[src/rtl/mem_responder.sv]
// ============================================================================
// Module   : mem_responder
// Purpose  : Responder end of the request-unit/cache handshake. It serializes
//            instruction fetches and data reads/writes onto a single-ported
//            RAM and returns one-cycle ihit/dhit pulses with the load data.
// Options  : `define ACCESS_CNT_EN adds icount/dcount hit counters.
// Revision : 1.0 - initial release
// ============================================================================
`default_nettype none

module mem_responder #(
    parameter int WORD_W = 32,
    parameter int CNT_W  = 32
) (
    input  logic              CLK,
    input  logic              RST,
    input  logic              iREN,
    input  logic [WORD_W-1:0] iaddr,
    input  logic              dREN,
    input  logic              dWEN,
    input  logic [WORD_W-1:0] daddr,
    input  logic [WORD_W-1:0] dstore,
    output logic              ihit,
    output logic [WORD_W-1:0] iload,
    output logic              dhit,
    output logic [WORD_W-1:0] dload,
    output logic              ram_ren,
    output logic              ram_wen,
    output logic [WORD_W-1:0] ram_addr,
    output logic [WORD_W-1:0] ram_wdata,
    input  logic [WORD_W-1:0] ram_rdata,
    input  logic              ram_ready
`ifdef ACCESS_CNT_EN
    ,
    output logic [CNT_W-1:0]  icount,
    output logic [CNT_W-1:0]  dcount
`endif
);

    typedef enum logic [1:0] {
        S_IDLE = 2'd0,
        S_DACC = 2'd1,
        S_IACC = 2'd2
    } state_t;

    // Clears the byte offset so the RAM always sees a word address.
    localparam logic [WORD_W-1:0] C_ALIGN_MASK = ~WORD_W'(3);

    state_t              state_q,     state_d;
    logic [WORD_W-1:0]   addr_q,      addr_d;
    logic [WORD_W-1:0]   wdata_q,     wdata_d;
    logic                is_wr_q,     is_wr_d;
    logic                ihit_q,      ihit_d;
    logic                dhit_q,      dhit_d;
    logic [WORD_W-1:0]   iload_q,     iload_d;
    logic [WORD_W-1:0]   dload_q,     dload_d;
    logic                ram_ren_q,   ram_ren_d;
    logic                ram_wen_q,   ram_wen_d;
    logic [WORD_W-1:0]   ram_addr_q,  ram_addr_d;
    logic [WORD_W-1:0]   ram_wdata_q, ram_wdata_d;

    // Next-state and registered-output computation for the access FSM.
    always_comb begin
        state_d     = state_q;
        addr_d      = addr_q;
        wdata_d     = wdata_q;
        is_wr_d     = is_wr_q;
        ihit_d      = 1'b0;
        dhit_d      = 1'b0;
        iload_d     = iload_q;
        dload_d     = dload_q;
        ram_ren_d   = ram_ren_q;
        ram_wen_d   = ram_wen_q;
        ram_addr_d  = ram_addr_q;
        ram_wdata_d = ram_wdata_q;

        case (state_q)
            S_IDLE: begin
                // Hold off for the hit cycle so the requester can drop its enable.
                if (!ihit_q && !dhit_q) begin
                    if (dREN || dWEN) begin
                        addr_d  = daddr;
                        wdata_d = dstore;
                        is_wr_d = dWEN;
                        state_d = S_DACC;
                    end else if (iREN) begin
                        addr_d  = iaddr;
                        is_wr_d = 1'b0;
                        state_d = S_IACC;
                    end
                end
            end
            S_DACC, S_IACC: begin
                ram_addr_d = addr_q & C_ALIGN_MASK;
                if (ram_ren_q || ram_wen_q) begin
                    // Ready only counts once a strobe is actually on the bus.
                    if (ram_ready) begin
                        ram_ren_d = 1'b0;
                        ram_wen_d = 1'b0;
                        state_d   = S_IDLE;
                        if (state_q == S_DACC) begin
                            dhit_d = 1'b1;
                            if (!is_wr_q) begin
                                dload_d = ram_rdata;
                            end
                        end else begin
                            ihit_d  = 1'b1;
                            iload_d = ram_rdata;
                        end
                    end
                end else begin
                    ram_wen_d = (state_q == S_DACC) && is_wr_q;
                    ram_ren_d = !((state_q == S_DACC) && is_wr_q);
                    if ((state_q == S_DACC) && is_wr_q) begin
                        ram_wdata_d = wdata_q;
                    end
                end
            end
            default: begin
                state_d = S_IDLE;
            end
        endcase
    end

    // State and output registers with synchronous reset.
    always_ff @(posedge CLK) begin
        if (RST) begin
            state_q     <= S_IDLE;
            addr_q      <= '0;
            wdata_q     <= '0;
            is_wr_q     <= 1'b0;
            ihit_q      <= 1'b0;
            dhit_q      <= 1'b0;
            iload_q     <= '0;
            dload_q     <= '0;
            ram_ren_q   <= 1'b0;
            ram_wen_q   <= 1'b0;
            ram_addr_q  <= '0;
            ram_wdata_q <= '0;
        end else begin
            state_q     <= state_d;
            addr_q      <= addr_d;
            wdata_q     <= wdata_d;
            is_wr_q     <= is_wr_d;
            ihit_q      <= ihit_d;
            dhit_q      <= dhit_d;
            iload_q     <= iload_d;
            dload_q     <= dload_d;
            ram_ren_q   <= ram_ren_d;
            ram_wen_q   <= ram_wen_d;
            ram_addr_q  <= ram_addr_d;
            ram_wdata_q <= ram_wdata_d;
        end
    end

    assign ihit      = ihit_q;
    assign dhit      = dhit_q;
    assign iload     = iload_q;
    assign dload     = dload_q;
    assign ram_ren   = ram_ren_q;
    assign ram_wen   = ram_wen_q;
    assign ram_addr  = ram_addr_q;
    assign ram_wdata = ram_wdata_q;

`ifdef ACCESS_CNT_EN
    logic [CNT_W-1:0] icount_q, icount_d;
    logic [CNT_W-1:0] dcount_q, dcount_d;

    // Counters advance together with the hit pulse they count, wrapping naturally.
    always_comb begin
        icount_d = icount_q + CNT_W'(ihit_d);
        dcount_d = dcount_q + CNT_W'(dhit_d);
    end

    // Counter registers with synchronous reset.
    always_ff @(posedge CLK) begin
        if (RST) begin
            icount_q <= '0;
            dcount_q <= '0;
        end else begin
            icount_q <= icount_d;
            dcount_q <= dcount_d;
        end
    end

    assign icount = icount_q;
    assign dcount = dcount_q;
`endif

endmodule

`default_nettype wire
[config.mk]
export PLATFORM = sky130hd
export DESIGN_NAME = mem_responder
export DESIGN_NICKNAME = d
export VERILOG_FILES = /design/src/rtl/mem_responder.sv
export SDC_FILE = /design/constraint.sdc
export NUM_CORES = 1
export LEC_CHECK = 0
export ABC_CLOCK_PERIOD_IN_PS = 1600
export CAP_MARGIN = 20
export CORE_ASPECT_RATIO = 0.7
export CORE_MARGIN = 1
export CORE_UTILIZATION = 41
export CTS_CLUSTER_SIZE = 30
export DETAILED_ROUTE_END_ITERATION = 8
export PLACE_DENSITY = 0.86
export REMOVE_ABC_BUFFERS = 1
export SETUP_SLACK_MARGIN = 0.5
export SYNTH_ARGS = -nofsm -noshare
export SYNTH_HDL_FRONTEND = slang
export SYNTH_SLANG_ARGS = --single-unit
[constraint.sdc]
create_clock -name CLK -period 1.6 [get_ports CLK]
set_input_delay 0.16 -clock CLK [delete_from_list [all_inputs] [get_ports CLK]]
set_output_delay 0.16 -clock CLK [all_outputs]
set_load 0.02 [all_outputs]
======== Yosys cells after proc, flatten, opt, wreduce, memory -nomap -nowiden ========
Index checks and enable logic that the tools add are counted.
cells by class
  equal/unequal tests ..................... 7
  mux-type cells .......................... 15
  bitwise logic cells ..................... 5
  reductions and logical operators ........ 18
operators by type and width
  operator                                                                count
  32-bit 2-to-1 mux                                                       2
  2-bit 2-to-1 mux                                                        5
  3-bit AND reduction                                                     3
  2-bit != test (second input constant)                                   4
  4-bit AND reduction                                                     2
  1-bit 2-to-1 mux                                                        7
  1-bit inverter                                                          5
  5-bit AND reduction                                                     1
  2-bit one-hot mux with 2 select lines                                   1
  4-bit OR reduction                                                      1
  1-bit logical NOT                                                       3
  3-bit != test (second input constant)                                   1
  2-bit by 1-bit equality test with 1-bit output (second input constant)  1
  2-bit equality test (second input constant)                             1
  1-bit logical AND                                                       2
  2-bit logical NOT                                                       1
  1-bit logical OR                                                        2
  2-bit AND reduction                                                     1
  2-bit nonzero test                                                      1
  2-bit OR reduction                                                      1
storage, ports and cells
  register bits ........................... 197
  input port bits ......................... 134
  output and inout bits ................... 132
  logic and storage cells ................. 57

======== Longest topological paths before layout ========
Gate-level depths: netlist (run 1).
  depth after elaboration ................. 4
  gate-level depth with buffers ........... 8
  gate-level depth less buffers ........... 5

======== Worst setup path before layout (run 1) ========
Ideal clock, no wire load.
  path kind ............................... reg-to-reg
  start point ............................. reg state_q[0]
  end point ............................... reg ram_wdata_q[22], in the netlist ram_wdata[22]
  library setup time ...................... 0.132 ns
  arrival ................................. 1.548 ns
  data required time ...................... 1.468 ns
  slack ................................... -0.080 ns
  cell stages (with the launch flop) ...... 8
  path buffers ............................ 2
  period minus slack after synthesis ...... 1.680 ns
  cell sequence ........................... dfxtp_1 > inv_1 > ha_1 > buf_4 > or3b_4 > buf_6 > o21ai_1 > a21oi_1
on the way
  cells in the longest elaborated chain, start to end .. 3
  elaborated cells on any way between the ends .. 5
  classes of those cells .................. eq/ne: 2; reduce/logical: 3
RTL lines
  element                                                                                       line     text
  from (decl)                                                                                   49       state_t state_q, state_d;
  from (signal assigned)                                                                        141      state_q <= state_d;
  2-bit by 1-bit equality test with 1-bit output / 2-bit equality test (equally long branches)  77, 114
  2-bit OR reduction / 1-bit logical AND (equally long branches)                                77, 114
  3-bit AND reduction (no source line) (*)                                                      --
  to (signal assigned)                                                                          152      ram_wdata_q <= ram_wdata_d;
  to (decl)                                                                                     60       logic [WORD_W-1:0] ram_wdata_q, ram_wdata_d;
Every way passes the cells marked *; elsewhere a longest branch is shown, timed or not.
A chain may end at the register's enable or synchronous reset.

======== Worst setup path after layout (run 1) ========
  start point ............................. reg state_q[0]
  end point ............................... reg dload_q[30], in the netlist dload[30]
on the way
  cells in the longest elaborated chain, start to end .. 3
  elaborated cells on any way between the ends .. 4
  classes of those cells .................. eq/ne: 2; reduce/logical: 2
RTL lines
  element                                                                                       line     text
  2-bit by 1-bit equality test with 1-bit output / 2-bit equality test (equally long branches)  77, 101
  2-bit OR reduction                                                                            77       case (state_q)
  5-bit AND reduction (no source line) (*)                                                      --
  to (signal assigned)                                                                          148      dload_q <= dload_d;
  to (decl)                                                                                     56       logic [WORD_W-1:0] dload_q, dload_d;
Marks and branches as above.

==> flow_metrics.tcl, run 1 <==
set metrics [dict create \
    yosysSeqAreaShare_pct 51.09 \
    rows 41 \
    drive_gt1_share_pct 38.71 \
    clock.fmax_mhz 578.4 \
    clkLatencyLatePin_ns 0.43 \
    synthAdderAreaFrac_pct 0.4912 \
    wire_per_inst_um 21.46 \
    reg2regPathDepth 8 \
    pwr_density_cell_mw_per_mm2 1337 \
    synth_edf_count 0 \
    regArea_mm2 0.003984 \
    clkPwrFrac_pct 25.2 \
    cp_top_family "buffers and inverters" \
    required_ns 1.91 \
    synthMuxAreaShare_pct 3.930 \
    finalCritPeriodShare_pct 108.1 \
    syn_area_mm2 0.007641 \
    synth_area_leaders "dfxtp_1 (51%), a21oi_1 (10%), nand3_1 (8.4%)" \
    num_vias 8443 \
    cp_max_fo 16 \
    cap_violations 0 \
    holdPathEnd "wdata_q[20]" \
    first_iter_violations 967 \
    violations "setup timing" \
    critPathKind "reg2reg" \
    synth_top_area_share_pct 51.09 \
    end_kind "register" \
    synth_common_cells "dfxtp_1 (195), a21oi_1 (159), nand3_1 (128), o21ai_0 (97), nand2_1 (63)" \
    maxSlewViolCount 0 \
    ant_nets 0 \
    fin_crit_ns 1.729 \
    antenna_found_initial 0 \
    vdd_drop_max_uv 716.3 \
    synth_compound_gate_area_share_pct 23.56 \
    swShare_pct 36.69 \
    fill_cells 1144 \
    fp.dieH_um 116.2 \
    area_growth_pct 74.87 \
    cts.clk_slew.worst_paths_ns 0.09 \
    synthXorXnorAreaFrac_pct 0 \
    port_buffers 259 \
    grt_first_pass_wirelength_mm 39.99 \
    ios 266 \
    cts_tree "done" \
    multiInputGateArea_mm2 0.004367 \
    start_util_pct 42.20 \
    syn_area_per_cell_um2 8.509 \
    finalSetupTns_ns -3.070 \
    wl_mm 30.62 \
    min_path_type "in2reg" \
    yosysMostFrequentCell "dfxtp_1" \
    synthCells 898 \
    globalRouteOverflowTotal 0 \
    clock-root-buffer "clkbuf_16" \
    reg2reg_slack_ns -0.13 \
    worstHoldStart "RST" \
    drtPass1Iterations 5 \
    r2r-start "state_q[0]" \
    dpl.hpwl_mm 15.53 \
    synthArstFlopShare_pct 0 \
    drc 0 \
    p_int_w 0.01131 \
    crit_chain "inv_2 -> ha_4 -> buf_6 -> buf_4 -> o211ai_4 -> clkbuf_16 -> o21ai_1 -> a21oi_1" \
    cts-buffers-inserted 17 \
    place.gp.congestion 0.8297 \
    viasPerCell 5.917 \
    pwr-share-comb_pct 42.1 \
    power_switching_w 0.006555 \
    arrival_ns 2.04 \
    setup_slack_ns -0.1289 \
    hold_depth 2 \
    die_x_um 165.2 \
    worstMarginPinSlew_ns 0.5761 \
    synth_ff_type "dfxtp_1" \
    worst-path-stages 8 \
    p_leak_nw 4.762 \
    postLayoutCellArea_mm2 0.01336 \
    cts_buffer_depth 2 \
    synth-seq-cells 195 \
    gr-usage-all-layers_pct 26.85 \
    power.total_w 0.01787 \
    slew_headroom_pct 61.19 \
    cts.htree.levels 4 \
    die_area_mm2 0.01920 \
    crit_buf_inv 4 \
    first_global_vias 7722 \
    yosys.area_share.simple_pct 14.62 \
    n_antenna_cell 0 \
    synth_cell_type_count 36 \
    synth_warnings 0 \
    core_mm2 0.01811 \
    seq_power_share_pct 32.7 \
    synth_top_area_cell "dfxtp_1" \
    r2r-end "dload[30]" \
    status "finished with violations" \
    rsz0062_at_grt "true" \
    place_area_mm2 0.01067 \
    slowest_delay_ns 0.34 \
    layout.nets 1315 \
    grt_max_degree 60 \
    crit_slowest_cell "dfxtp_2" \
    setup_viol 77 \
    hold_viol_final 0 \
    skew_ns 0.01515 \
    synth_top_family_by_area "compound AO/OA/AOI/OAI gates" \
    clock-sinks 195 \
    start_kind "register" \
]
## logic make-up (layout without fill, tap and decap cells)
family,after synthesis,after routing
and+or+nand+nor,239,241
AOI/OAI and AO/OA,329,329
buffers and inverters,101,391
adders and majority gates,3,3
DFF,195,195
other,1,2
muxes,30,30
## worst max-delay path by stage
stage / from / to / slack [ns]
4_1_cts: state_q[1] / addr_q[4] / 0.009
3_3_place_gp: state_q[0] / dload[0] / -0.08
2_1_floorplan: state_q[1] / addr_q[10] / -2.88
5_1_grt: state_q[0] / iload[10] / -0.23
3_5_place_dp: dWEN / addr_q[13] / -0.14
6_report: state_q[0] / dload[30] / -0.13
## flip-flops by register name (all words and copies together), names as in the netlist, 2 cells and up
name / count
ram_wdata: 32
addr_q: 30
wdata_q: 32
ram_addr: 30
state_q: 2
dload: 32
iload: 32
## per-stage QoR
| stage | worst slack, ns | std cells | utilization, % | hold WS, ns |
|---|---|---|---|---|
| after floorplan | -2.882 | 801 | - | 0.2291 |
| after global placement | -0.07781 | 1341 | 58.90 | 0.4455 |
| after detailed placement | -0.1432 | 1341 | 58.90 | 0.4523 |
| after CTS | 0.008847 | 1405 | 66.59 | 0.09624 |
| after global routing | -0.2294 | 1427 | 73.79 | 0.1075 |
| final | -0.1289 | 1427 | 73.79 | 0.1240 |
## placed cells by master, fill, tap and decap left out, types with 3 or more instances in the layout
master	count
a311oi_1	22
inv_8	4
nand3_4	26
nand2_1	63
nor3_1	3
buf_4	67
clkinv_8	5
nor2_1	32
a21oi_1	85
clkbuf_16	26
o21ai_2	24
nand3_2	41
buf_12	26
o21ai_0	30
or3b_4	4
mux2i_1	30
dlygate4sd2_1	5
buf_8	6
o21ai_1	76
buf_2	3
dfxtp_2	61
clkdlybuf4s50_1	176
a21oi_4	6
buf_16	11
nand3_1	61
a21oi_2	68
a311oi_2	8
dfxtp_1	133
buf_6	50
## layer usage
metal	part of all wire [%]	wire [um]	vias to the layer above	GRT usage (%)
met5	0	0	-	0
met4	1.8	557	0	9.113
met1	39	12060	4082	32.83
met2	49	14860	524	45.02
met3	10	3148	53	8.168
li1	-	-	3784	-
## worst reg2reg max path, cell delays in order, from the launching register on
cell and delay (ns):
dfxtp_2 0.34, inv_2 0.05, ha_4 0.28, buf_6 0.11, buf_4 0.11, o211ai_4 0.15, clkbuf_16 0.24, o21ai_1 0.23
a21oi_1 0.11
## area by class of cell
| cell class | instances | share of cell area, % |
|---|---|---|
| Clock buffer | 17 | 3.184 |
| Sequential cell | 195 | 29.82 |
| Multi-Input combinational cell | 605 | 32.68 |
| Tap cell | 236 | 2.210 |
| Inverter | 3 | 0.08428 |
| Timing Repair Buffer | 356 | 30.49 |
| Clock inverter | 15 | 1.536 |
## power groups by stage
stage | combinational (W) | clock (W) | sequential, W
after floorplan | 0.00189 | 0 | 0.00587
after global placement | 0.00440 | 0 | 0.00580
after detailed placement | 0.00447 | 0 | 0.00582
after CTS | 0.00581 | 0.00452 | 0.00574
after global routing | 0.00781 | 0.00473 | 0.00589
final | 0.00752 | 0.00451 | 0.00583
## timing repair
item / in CTS / in global routing
gates cloned: 13 / 10
pin swaps: 25 / 101
resized for setup: 261 / 504
hold buffers: 0 / 0
endpoints found under the setup margin: 325 / 322
buffers inserted: 19 / 12
Power figures use the tool's default switching activity.
==> inputs of run 2 (changes only) <==
--- a/config.mk
+++ b/config.mk
@@ -12,6 +12,7 @@
 export CORE_UTILIZATION = 41
 export CTS_CLUSTER_SIZE = 30
 export DETAILED_ROUTE_END_ITERATION = 8
+export MAX_ROUTING_LAYER = met4
 export PLACE_DENSITY = 0.86
 export REMOVE_ABC_BUFFERS = 1
 export SETUP_SLACK_MARGIN = 0.5
==> run 2 against run 1 <==
Net effect:
- the run still ends with setup timing left
- cell count barely moved
- flip-flop and latch count unchanged
- clock-buffer cell count unchanged
- non-clock buffer count is 1 lower
- sequential share of layout area grew 0.14 points
- register-to-register slack is essentially flat
- die area stayed put
- worst hold slack got worse by 0.0027 ns
- largest cell class unchanged
==> flow_metrics.tcl, run 2 (synthesis results as in run 1) <==
set metrics [dict create \
    grt_max_degree 60 \
    setup_viol 67 \
    dpl.hpwl_mm 15.53 \
    status "finished with violations" \
    wl_mm 30.80 \
    fin_crit_ns 1.719 \
    cap_violations 0 \
    n_antenna_cell 0 \
    gr-usage-all-layers_pct 27.67 \
    cts_buffer_depth 2 \
    end_kind "register" \
    cts_tree "done" \
    arrival_ns 2.05 \
    vdd_drop_max_uv 704.7 \
    pwr_density_cell_mw_per_mm2 1332 \
    crit_slowest_cell "dfxtp_2" \
    start_kind "register" \
    place.gp.congestion 0.8424 \
    clkLatencyLatePin_ns 0.44 \
    setup_slack_ns -0.1188 \
    ios 266 \
    fp.dieH_um 116.2 \
    drive_gt1_share_pct 38.32 \
    antenna_found_initial 0 \
    clock.fmax_mhz 581.8 \
    finalCritPeriodShare_pct 107.4 \
    critPathKind "reg2reg" \
    violations "setup timing" \
    drc 0 \
    first_global_vias 7712 \
    cts-buffers-inserted 17 \
    cp_max_fo 6 \
    area_growth_pct 74.13 \
    core_mm2 0.01811 \
    hold_viol_final 0 \
    wire_per_inst_um 21.60 \
    clock-sinks 195 \
    maxSlewViolCount 0 \
    die_area_mm2 0.01920 \
    final_cell_mix "clkdlybuf4s50_1 (177), dfxtp_1 (132), a21oi_1 (88)" \
    layoutNonFillerInstCount 1426 \
    final_common_cell "clkdlybuf4s50_1" \
    layout.nets 1314 \
    globalRouteOverflowTotal 0 \
    die_x_um 165.2 \
    port_buffers 259 \
    holdWs_ns 0.1213 \
    required_ns 1.93 \
    rows 41 \
    drtPass1Iterations 6 \
    min_path_type "in2reg" \
    cts.htree.levels 4 \
    clock-root-buffer "clkbuf_16" \
    slowest_delay_ns 0.34 \
    first_iter_violations 930 \
    num_vias 8479 \
    worstMarginPinSlew_ns 0.5766 \
    finalSetupTns_ns -2.450 \
    placed_cells 1341 \
    p_leak_nw 4.743 \
    grt_first_pass_wirelength_mm 39.95 \
    start_util_pct 42.20 \
    slew_headroom_pct 61.16 \
    viasPerCell 5.946 \
    crit_chain "inv_2 -> ha_4 -> buf_6 -> o211a_4 -> buf_12 -> buf_16 -> nand3_1 -> a21oi_1" \
    skew_ns 0.01496 \
    rsz0062_at_grt "true" \
    ant_nets 0 \
    cts.clk_slew.worst_paths_ns 0.08 \
]
==> run 2: stage by stage <==
step           util [%]  area, um^2  setup slack, ns  total power (W)
2_1_floorplan         -        7178           -2.882         0.007763
3_3_place_gp      58.90       10670         -0.07781          0.01020
3_5_place_dp      58.90       10670          -0.1432          0.01029
4_1_cts           66.59       12060         0.008847          0.01607
5_1_grt           73.47       13310          -0.1842          0.01833
6_report          73.47       13310          -0.1188          0.01773
==> run 2: worst paths after layout <==
kind / from / end / slack, ns / cells after the start
worst max-delay path: state_q[0] / dload[17] / -0.12 / 8
worst min-delay path: RST / wdata_q[0] / 0.12 / 2
worst max register to register: state_q[0] / dload[17] / -0.12 / 8
worst min register to register: wdata_q[14] / ram_wdata[14] / 0.46 / 2
==> run 2: per-layer routing <==
layer  track usage (%)  wire (um)  vias to the layer above
li1                  -          -                     3788
met1             33.47      12130                     4094
met2             45.05      14900                      509
met3             6.747       2941                       88
met4             9.541        838                        0
met5                 -          0                        -
==> run 2: worst max-delay path: cells and delay by family (launching register included) <==
| kind | cells | cell delay (ns) |
|---|---|---|
| AOI/OAI and AO/OA | 2 | 0.47 |
| and+or+nand+nor | 1 | 0.10 |
| buffers and inverters | 4 | 0.44 |
| DFF | 1 | 0.34 |
| adders and majority gates | 1 | 0.28 |
==> run 2: repair_timing <==
| action | CTS | global route |
|---|---|---|
| hold buffers | 0 | 0 |
| gates cloned | 13 | 9 |
| buffers inserted | 19 | 12 |
| pin swaps | 25 | 99 |
| gates resized for setup | 261 | 496 |
| endpoints found under the hold margin | 0 | 0 |
| setup endpoints to repair | 325 | 321 |
==> run 2: layout make-up <==
| class | count | area, um^2 |
|---|---|---|
| Fill cell | 1141 | 4803 |
| Multi-Input combinational cell | 605 | 4342 |
| Timing Repair Buffer | 355 | 4041 |
| Sequential cell | 195 | 3985 |
| Clock buffer | 17 | 425.4 |
| Tap cell | 236 | 295.3 |
| Clock inverter | 15 | 205.2 |
| Inverter | 3 | 11.26 |
==> run 2: power by group <==
group	total, W	switching, W	internal, W
clock network	0.00449	0.00220	0.00229
registers	0.00583	0.000394	0.00544
logic	0.00741	0.00389	0.00352
==> inputs of run 3 (changes only) <==
--- a/config.mk
+++ b/config.mk
@@ -7,13 +7,12 @@
 export LEC_CHECK = 0
 export ABC_CLOCK_PERIOD_IN_PS = 1600
 export CAP_MARGIN = 20
-export CORE_ASPECT_RATIO = 0.7
 export CORE_MARGIN = 1
-export CORE_UTILIZATION = 41
+export CORE_UTILIZATION = 40
 export CTS_CLUSTER_SIZE = 30
 export DETAILED_ROUTE_END_ITERATION = 8
 export MAX_ROUTING_LAYER = met4
-export PLACE_DENSITY = 0.86
+export PLACE_DENSITY = 0.84
 export REMOVE_ABC_BUFFERS = 1
 export SETUP_SLACK_MARGIN = 0.5
 export SYNTH_ARGS = -nofsm -noshare
==> run 3 against run 2 <==
Net effect:
- the flow still finishes with violations (setup timing)
- routed wire length shrank 7.8%
- clock power shrank 5.6%
- utilization shrank 6.2 points
- critical path type unchanged
- design area shrank 5.4%
- highest routed layer unchanged
- die area grew 2.4%
- non-clock buffer count shrank 17
- combinational power shrank 13%
- critical path depth is the same
==> flow_metrics.tcl, run 3 (synthesis results as in run 1) <==
set metrics [dict create \
    cts_tree "done" \
    cts.htree.levels 4 \
    cts.clk_slew.worst_paths_ns 0.08 \
    die_x_um 140.2 \
    ant_nets 0 \
    first_iter_violations 692 \
    critPathMostFrequentCell "buf_6" \
    regArea_mm2 0.003948 \
    antenna_found_initial 0 \
    dp_worst_setup_slack_ns -0.1260 \
    rsz0062_at_grt "true" \
    pwr_density_cell_mw_per_mm2 1314 \
    drive_gt1_share_pct 27.96 \
    layout.nets 1297 \
    final_common_cell "clkdlybuf4s50_1" \
    drc 0 \
    setup_slack_ns -0.1502 \
    place.gp.congestion 0.7780 \
    start_kind "register" \
    first_global_vias 7488 \
    cp_top_family "compound AO/OA/AOI/OAI gates" \
    dpl.hpwl_mm 14.55 \
    fill_cells 1373 \
    required_ns 1.90 \
    fin_crit_ns 1.750 \
    drt-met1-wl_mm 11.11 \
    core_mm2 0.01871 \
    wl_mm 28.40 \
    cts_buffer_depth 2 \
    clock.fmax_mhz 571.4 \
    area_growth_pct 64.68 \
    power.total_w 0.01653 \
    clock-sinks 195 \
    grt_first_pass_wirelength_mm 38.12 \
    multiInputGateArea_mm2 0.004026 \
    ios 266 \
    violations "setup timing" \
    fp.dieH_um 140.2 \
    reg2reg_slack_ns -0.15 \
    arrival_ns 2.05 \
    wl_met2_mm 13.93 \
    slew_headroom_pct 65.34 \
    cap_violations 0 \
    crit_slowest_cell "dfxtp_2" \
    skew_ns 0.01116 \
    final_cell_mix "clkdlybuf4s50_1 (218), dfxtp_1 (162), a21oi_1 (125)" \
    rows 50 \
    hold_viol_final 0 \
    critPathKind "reg2reg" \
    setup_viol 93 \
    met3_length_mm 2.345 \
    maxSlewViolCount 0 \
    viasPerCell 5.810 \
    num_vias 8174 \
    status "finished with violations" \
    vdd_drop_max_uv 769.5 \
    top_layer_used "met4" \
    drtPass1Iterations 7 \
    finalCritPeriodShare_pct 109.4 \
    min_path_type "in2reg" \
    hold_buffers 0 \
    wire_per_inst_um 20.19 \
    gr-usage-all-layers_pct 25.17 \
    crit_buf_inv 4 \
    end_kind "register" \
    die_area_mm2 0.01966 \
    port_buffers 259 \
    cts-buffers-inserted 17 \
    globalRouteOverflowTotal 0 \
    p_leak_nw 4.382 \
    clkLatencyLatePin_ns 0.43 \
    n_antenna_cell 0 \
    crit_chain "inv_2 -> ha_4 -> buf_6 -> buf_6 -> o211ai_4 -> buf_8 -> o21ai_0 -> a21oi_1" \
    slowest_delay_ns 0.34 \
    cp_max_fo 12 \
    start_util_pct 40.85 \
    worstMarginPinSlew_ns 0.5175 \
    clock-root-buffer "clkbuf_16" \
    grt_max_degree 87 \
]
==> run 3: changes by cell type in the layout (fill, tap and decap cells not counted), moves of 14 or more <==
| cell | previous run | this run |
|---|---|---|
| a21oi_1 | 88 | 125 |
| clkdlybuf4s50_1 | 177 | 218 |
| buf_4 | 72 | 49 |
| o21ai_2 | 25 | 59 |
| dfxtp_1 | 132 | 162 |
| dfxtp_2 | 62 | 32 |
| o21ai_1 | 76 | 54 |
| nand3_1 | 62 | 95 |
| nand3_2 | 41 | 15 |
| a21oi_2 | 65 | 34 |
| o21ai_0 | 29 | 15 |
==> run 3: cell type report <==
type                       count  area share (%)
clock buffer                  19           3.520
clock inverter                13           1.104
inverter                       3         0.08949
multi-input combinational    605           32.00
sequential                   195           31.37
tap                          234           2.327
timing repair buffer         338           29.59
==> run 3: final timing paths <==
check | from | end | depth (start not counted)
worst min-delay path | RST | ram_addr[23] | 2
worst min register to register | dload[8] | dload[8] | 2
worst max-delay path | state_q[0] | iload[22] | 8
worst max register to register | state_q[0] | iload[22] | 8
==> run 3: where the power goes <==
| group | switching (W) | internal, W |
|---|---|---|
| logic | 0.00351 | 0.00296 |
| registers | 0.000394 | 0.00543 |
| clock network | 0.00211 | 0.00213 |
==> run 3: metal layers <==
metal / GRT usage, % / up-vias
met5: - / -
met4: 10.47 / 0
met3: 5.880 / 73
met2: 41.37 / 470
met1: 29.53 / 3880
li1: - / 3751
==> run 3: repair_timing <==
action | CTS | global route
gates cloned | 5 | 14
endpoints found under the setup margin | 325 | 318
gates resized for setup | 181 | 320
buffers inserted | 5 | 15
pin swaps | 12 | 50
==> run 3: metrics by stage <==
stage	util, %	hold slack, ns	cell area (um^2)	TNS (ns)	instances
2_1_floorplan	-	0.2291	7178	-337.97	801
6_report	67.27	0.1105	12580	-4.811	1407
3_5_place_dp	56.69	0.4544	10600	-7.547	1336
5_1_grt	67.27	0.09694	12580	-11.25	1407
3_3_place_gp	56.69	0.4442	10600	-4.959	1336
4_1_cts	61.28	0.08171	11460	-0.06627	1378
